--- src/rtl/aes_sub_bytes_sched_pkg.sv ---
// aes_sub_bytes_sched_pkg: AES byte/word/state types, scheduler FSM states and a computed FIPS-197 S-box
package aes_sub_bytes_sched_pkg;
  localparam int AES_STATE_BYTES = 16;
  localparam int AES_WORD_BYTES = 4;
  typedef logic [7:0] aes_byte;
  typedef aes_byte [AES_WORD_BYTES-1:0] aes_word;
  typedef aes_byte [AES_STATE_BYTES-1:0] aes_state;
  typedef enum logic [1:0] {IDLE, BUSY, DONE} aes_sub_sched_state_e;
  function automatic aes_byte gf_mul(aes_byte a, aes_byte b);
    aes_byte p, x;
    p = '0;
    x = a;
    for (int i = 0; i < 8; i++) begin
      if (b[i]) p = p ^ x;
      x = {x[6:0], 1'b0} ^ (x[7] ? 8'h1b : 8'h00);
    end
    return p;
  endfunction
  function automatic aes_byte sbox(aes_byte a);
    aes_byte p, s;
    p = a;
    s = 8'h01;
    for (int i = 0; i < 7; i++) begin
      p = gf_mul(p, p);
      s = gf_mul(s, p);
    end
    return s ^ {s[6:0], s[7]} ^ {s[5:0], s[7:6]} ^ {s[4:0], s[7:5]} ^ {s[3:0], s[7:4]} ^ 8'h63;
  endfunction
endpackage

--- src/rtl/aes_sub_bytes_sched_if.sv ---
// aes_sub_bytes_sched_if: state/word request and result bundle for the shared S-box scheduler
interface aes_sub_bytes_sched_if;
  logic st_valid_i, st_ready_o, st_done_o;
  logic ks_valid_i, ks_ready_o, ks_done_o;
  logic [127:0] st_data_i, st_data_o;
  logic [31:0] ks_data_i, ks_data_o;
  logic [15:0] conflict_cnt_o;
  modport slave (
    input st_valid_i, st_data_i, ks_valid_i, ks_data_i,
    output st_ready_o, st_done_o, st_data_o, ks_ready_o, ks_done_o, ks_data_o, conflict_cnt_o
  );
  modport master (
    output st_valid_i, st_data_i, ks_valid_i, ks_data_i,
    input st_ready_o, st_done_o, st_data_o, ks_ready_o, ks_done_o, ks_data_o, conflict_cnt_o
  );
endinterface

--- src/rtl/aes_sub_bytes_sched_lut.sv ---
// aes_sub_byte_lut: single S-box lookup instance
module aes_sub_byte_lut
  import aes_sub_bytes_sched_pkg::*;
(
  input  aes_byte x,
  output aes_byte y
);
  assign y = sbox(x);
endmodule

--- src/rtl/aes_sub_bytes_sched.sv ---
// aes_sub_bytes_sched: shares NUM_SBOX S-box LUTs between state SubBytes and key SubWord; AES_SUB_SCHED_CONFLICT_CNT_EN adds a contention counter
module aes_sub_bytes_sched
  import aes_sub_bytes_sched_pkg::*;
#(
  parameter int NUM_SBOX = 4
) (
  input logic clk_i,
  input logic rst_i,
  aes_sub_bytes_sched_if.slave bus
);
  localparam int KS = AES_STATE_BYTES / NUM_SBOX;
  localparam int KW = (AES_WORD_BYTES + NUM_SBOX - 1) / NUM_SBOX;
  if (NUM_SBOX != 1 && NUM_SBOX != 2 && NUM_SBOX != 4) begin : g_bad_num_sbox
    $error("NUM_SBOX must be 1, 2 or 4");
  end
  aes_sub_sched_state_e fsm;
  aes_state work, work_nx;
  aes_byte [NUM_SBOX-1:0] lut_x, lut_y;
  logic [3:0] cnt;
  logic op_ks, rr_ks, idle, gnt_ks, gnt_st, last;
  assign idle = fsm == IDLE;
  assign gnt_ks = bus.ks_valid_i && (!bus.st_valid_i || rr_ks);
  assign gnt_st = bus.st_valid_i && !gnt_ks;
  assign bus.st_ready_o = idle && gnt_st;
  assign bus.ks_ready_o = idle && gnt_ks;
  assign bus.st_done_o = fsm == DONE && !op_ks;
  assign bus.ks_done_o = fsm == DONE && op_ks;
  assign last = cnt == (op_ks ? 4'(KW - 1) : 4'(KS - 1));
  for (genvar i = 0; i < NUM_SBOX; i++) begin : g_lut
    assign lut_x[i] = work[4'(int'(cnt) * NUM_SBOX + i)];
    aes_sub_byte_lut u_lut (.x(lut_x[i]), .y(lut_y[i]));
  end
  // working register with the current chunk replaced by its substituted bytes
  always_comb begin
    work_nx = work;
    for (int i = 0; i < NUM_SBOX; i++) work_nx[4'(int'(cnt) * NUM_SBOX + i)] = lut_y[i];
  end
  // arbitration, chunk sequencing and result capture
  always_ff @(posedge clk_i) begin
    if (rst_i) begin
      fsm <= IDLE;
      work <= '0;
      cnt <= '0;
      op_ks <= 1'b0;
      rr_ks <= 1'b1;
      bus.st_data_o <= '0;
      bus.ks_data_o <= '0;
    end else if (fsm == IDLE) begin
      if (bus.st_valid_i || bus.ks_valid_i) begin
        fsm <= BUSY;
        cnt <= '0;
        op_ks <= gnt_ks;
        rr_ks <= gnt_st;
        work <= gnt_ks ? {96'h0, bus.ks_data_i} : bus.st_data_i;
      end
    end else if (fsm == BUSY) begin
      work <= work_nx;
      cnt <= cnt + 4'd1;
      if (last) begin
        fsm <= DONE;
        if (op_ks) bus.ks_data_o <= work_nx[3:0];
        else bus.st_data_o <= work_nx;
      end
    end else begin
      fsm <= IDLE;
    end
  end
`ifdef AES_SUB_SCHED_CONFLICT_CNT_EN
  logic [15:0] ccnt;
  logic hit;
  assign hit = idle ? bus.st_valid_i && bus.ks_valid_i : bus.st_valid_i || bus.ks_valid_i;
  assign bus.conflict_cnt_o = ccnt;
  // saturating count of cycles where a requester is kept waiting
  always_ff @(posedge clk_i) begin
    if (rst_i) ccnt <= '0;
    else if (hit && ccnt != 16'hffff) ccnt <= ccnt + 16'd1;
  end
`else
  assign bus.conflict_cnt_o = 16'h0000;
`endif
endmodule

--- src/flat_wrapper.sv ---
// flat-port wrapper written by rule: the top's interface ports become plain ports
module aes_sub_bytes_sched_flat import aes_sub_bytes_sched_pkg::*;
#(
  parameter int NUM_SBOX = 4
)
  (clk_i, rst_i, bus_st_valid_i, bus_st_data_i, bus_ks_valid_i, bus_ks_data_i, bus_st_ready_o, bus_st_done_o, bus_st_data_o, bus_ks_ready_o, bus_ks_done_o, bus_ks_data_o, bus_conflict_cnt_o);
  aes_sub_bytes_sched_if bus_i ();
  input logic clk_i;
  input logic rst_i;
  input wire logic [$bits(bus_i.st_valid_i)-1:0] bus_st_valid_i;
  input wire logic [$bits(bus_i.st_data_i)-1:0] bus_st_data_i;
  input wire logic [$bits(bus_i.ks_valid_i)-1:0] bus_ks_valid_i;
  input wire logic [$bits(bus_i.ks_data_i)-1:0] bus_ks_data_i;
  output wire logic [$bits(bus_i.st_ready_o)-1:0] bus_st_ready_o;
  output wire logic [$bits(bus_i.st_done_o)-1:0] bus_st_done_o;
  output wire logic [$bits(bus_i.st_data_o)-1:0] bus_st_data_o;
  output wire logic [$bits(bus_i.ks_ready_o)-1:0] bus_ks_ready_o;
  output wire logic [$bits(bus_i.ks_done_o)-1:0] bus_ks_done_o;
  output wire logic [$bits(bus_i.ks_data_o)-1:0] bus_ks_data_o;
  output wire logic [$bits(bus_i.conflict_cnt_o)-1:0] bus_conflict_cnt_o;
  assign bus_i.st_valid_i = bus_st_valid_i;
  assign bus_i.st_data_i = bus_st_data_i;
  assign bus_i.ks_valid_i = bus_ks_valid_i;
  assign bus_i.ks_data_i = bus_ks_data_i;
  assign bus_st_ready_o = bus_i.st_ready_o;
  assign bus_st_done_o = bus_i.st_done_o;
  assign bus_st_data_o = bus_i.st_data_o;
  assign bus_ks_ready_o = bus_i.ks_ready_o;
  assign bus_ks_done_o = bus_i.ks_done_o;
  assign bus_ks_data_o = bus_i.ks_data_o;
  assign bus_conflict_cnt_o = bus_i.conflict_cnt_o;
  aes_sub_bytes_sched #(.NUM_SBOX(NUM_SBOX)) u_core (.clk_i(clk_i), .rst_i(rst_i), .bus(bus_i));
endmodule
--- config.mk ---
export PLATFORM = sky130hd
export DESIGN_NAME = aes_sub_bytes_sched_flat
export DESIGN_NICKNAME = d
export VERILOG_FILES = /design/src/rtl/aes_sub_bytes_sched_pkg.sv /design/src/rtl/aes_sub_bytes_sched_if.sv /design/src/rtl/aes_sub_bytes_sched_lut.sv /design/src/rtl/aes_sub_bytes_sched.sv /design/src/flat_wrapper.sv
export SDC_FILE = /design/constraint.sdc
export NUM_CORES = 2
export LEC_CHECK = 0
export CAP_MARGIN = 10
export CELL_PAD_IN_SITES_DETAIL_PLACEMENT = 0
export CELL_PAD_IN_SITES_GLOBAL_PLACEMENT = 2
export CORE_MARGIN = 3
export CORE_UTILIZATION = 42
export CTS_CLUSTER_SIZE = 10
export DETAILED_ROUTE_END_ITERATION = 8
export PLACE_DENSITY_LB_ADDON = 0.3
export SLEW_MARGIN = 20
export SYNTH_ARGS = -nofsm -noshare
export SYNTH_HDL_FRONTEND = slang
export SYNTH_HIERARCHICAL = 1
export SYNTH_SLANG_ARGS = --single-unit
export TNS_END_PERCENT = 30
--- constraint.sdc ---
create_clock -name clk_i -period 24.1 [get_ports clk_i]
set_input_delay 3.615 -clock clk_i [delete_from_list [all_inputs] [get_ports clk_i]]
set_output_delay 3.615 -clock clk_i [all_outputs]
set_load 0.05 [all_outputs]
==> results_dict.tcl <==
set metrics [dict create \
    num_io_pins 344 \
    final_nets 9483 \
    initial_core_util_pct 42.6 \
    yosys-mux-area-fraction_pct 6.95 \
    final_cell_count_no_fill 11661 \
    core_area_um2 177000 \
    critPathCaptureType "flip-flop" \
    holdCritPathClass "flip-flop to flip-flop" \
    cell_area_after_synthesis_um2 75500 \
    slowest_delay_ns 0.92 \
    grtUsageTotal_pct 28.3 \
    crit_path_top_delay_cell "dfxtp_4" \
    period_minus_slack_ns 20.60 \
    path_class "flip-flop to flip-flop" \
    synth.distinct_cells 119 \
    cts_max_path_buffers 3 \
    report.final.hold_viol_count 0 \
    period_share_pct 85.5 \
    die_area_um2 185000 \
    total_count_of_max_transition_violations_in_the_final_report 0 \
    max_cap_check_violation_count 0 \
    cts_num_sinks 296 \
    finalSetupViolations 0 \
    top_ff_cell_synth "dfxtp_1" \
    grt_pass1_vias 64816 \
    hold_start "u_core/bus.st_data_o[110]" \
    synth-seq-area-share_pct 7.85 \
    layout_commonest_cell "nor2_1" \
    cp.required_ns 24.60 \
    yosys.area_share.adder_pct 0.584 \
    multiInputGateArea_um2 66200 \
    yosys.area_share.simple_pct 20.4 \
    cts.hold.buffers_added 0 \
    worst_clock_skew_ns 0.0396 \
    synthesis_warning_total 6 \
    rsz0062_at_grt "false" \
    initial_drt_pass_iterations 7 \
    worstSetupStartpoint "u_core/cnt[0]" \
    clkLatencyLatePin_ns 0.62 \
    maximum_number_of_pins_on_one_net_before_global_route_repair 155 \
    dp.final_hpwl_mm 203 \
    postCtsResizedCells 0 \
    synth.ff_latch_count 296 \
    post_synthesis_compound_gate_area_fraction_pct 17.7 \
    slew_headroom_pct 23.3 \
    setup.worst_path.start_class "flip-flop" \
    post-place-cells 11585 \
    cts_tree "yes" \
    slew_at_the_pin_closest_to_its_max_slew_limit_ns 1.12 \
    crit_fanout 40 \
    chip_height_um 430 \
    drt_first_iter_violations 5932 \
    timing.rr.start "u_core/cnt[0]" \
    drc_errors 0 \
    routed-via-count 68622 \
    tns_ns 0 \
    worst-r2r-setup-slack_ns 3.50 \
    timing.fmax_mhz 48.5 \
    synthToLayoutAreaGrowth_pct 8.80 \
    avgSynthCellArea_um2 8.08 \
    clkSlewWorstSetupHoldPaths_ns 0.06 \
    antenna_violations_before_repair 19 \
    outcome "complete, no violations" \
    clock_tree.htree_level_count 2 \
    critical_path.most_common_cell "nand2_1" \
    place_congestion 0.933 \
    die_width_um 430 \
    synth_top_family_by_area "XOR/XNOR gates" \
    row_count 154 \
    clock_tree.root_cell "clkbuf_16" \
    final-seq-area_um2 5930 \
    portBuffers 327 \
    globalRouteOverflowTotal 0 \
    most-common-layout-cells "nor2_1 (1379), xnor2_1 (1336), nand2_1 (829)" \
    routed_wl_mm 274 \
    vias_per_cell 5.88 \
    syn-instance-count 9335 \
    antenna_violating_nets_remaining 0 \
    critical_path_arrival_ns 21.10 \
    async_reset_ff_share_pct 0 \
    global_route_wire_length_before_repair_mm 414 \
    post_route_cells_drive_above_1_share_pct 12.2 \
    filler_cell_count 17491 \
    avgRoutedWirePerCell_um 23.5 \
    cts_made_buffers 39 \
    number_of_enable_flip_flop_cells_after_synthesis 0 \
    post_cts_setup_repair_buffer_count 0 \
    synth_xor_xnor_area_share_pct 41.2 \
]
## cell usage after synthesis (124+ instances only)
library cell | count | area share [%]
dfxtp_1 | 296 | 7.9
nor2_1 | 1387 | 6.9
nand2_1 | 830 | 4.1
a21oi_1 | 381 | 2.5
nor3_1 | 260 | 1.7
nand3_1 | 264 | 1.8
a211oi_1 | 124 | 1.2
xnor2_1 | 1392 | 16
o21ai_0 | 218 | 1.4
mux2i_1 | 344 | 4.6
xor2_1 | 356 | 4.1
buf_2 | 178 | 1.2
xnor2_2 | 176 | 3.8
clkbuf_1 | 337 | 1.7
xnor3_1 | 356 | 11
## per-stage QoR
| stage | utilization (%) | hold slack (ns) | cell area [µm²] | setup slack [ns] |
|---|---|---|---|---|
| 2_1_floorplan | - | 0.458 | 75500 | 7.95 |
| 3_3_place_gp | 45.6 | 0.472 | 80800 | 3.68 |
| 3_5_place_dp | 45.6 | 0.486 | 80800 | 3.66 |
| 4_1_cts | 46.3 | 0.495 | 82000 | 3.60 |
| 5_1_grt | 46.3 | 0.515 | 82100 | 2.21 |
| 6_report | 46.3 | 0.492 | 82100 | 3.50 |
## routing by layer
layer / routed length, µm / part of all wire, % / global-route usage, %
met3: 12700 / 4.7 / 2.11
met2: 133000 / 48 / 48.2
met1: 114000 / 42 / 36.1
met4: 14500 / 5.3 / 13.9
met5: 0 / 0 / 0
## final cells by class
cell class                 count  area share (%)
antenna                       20          0.0610
sequential                   296            7.23
multi-input combinational   8228            80.6
inverter                     114           0.521
timing repair buffer         608            6.62
clock inverter                10           0.157
clock buffer                  45            1.25
tap                         2340            3.57
## state kept, by name, summed over array words and instances (netlist names)
signal,flops
u_core/rr_ks,1
u_core/cnt,4
u_core/bus.st_data_o,128
u_core/op_ks,1
u_core/fsm,2
u_core/bus.ks_data_o,32
u_core/work,128
## kinds of logic after synthesis
kind of cell / Yosys count
AOI/OAI and AO/OA: 1831
xor gates and xnor gates: 2492
adders and majority gates: 36
buffers and inverters: 826
DFF: 296
muxes: 464
other: 1
and+or+nand+nor: 3389
## final timing paths
path	end	cells after the start
max reg2reg	u_core/work[17]	57
min reg2reg	u_core/bus.st_data_o[110]	2
min	u_core/bus.st_data_o[110]	2
max	u_core/work[17]	57
## critical path, delay by kind of cell (launching register included)
family,cells,cell delay [ns]
xor+xnor,16,6.81
compound gates,13,4.27
simple gates,13,2.51
fa+ha+maj,4,2.18
mux,5,2.06
buf+inv,6,1.66
flops,1,0.92
Power is not shown: default switching activity piles up to over one toggle a cycle in this logic, so the estimate is an artifact.
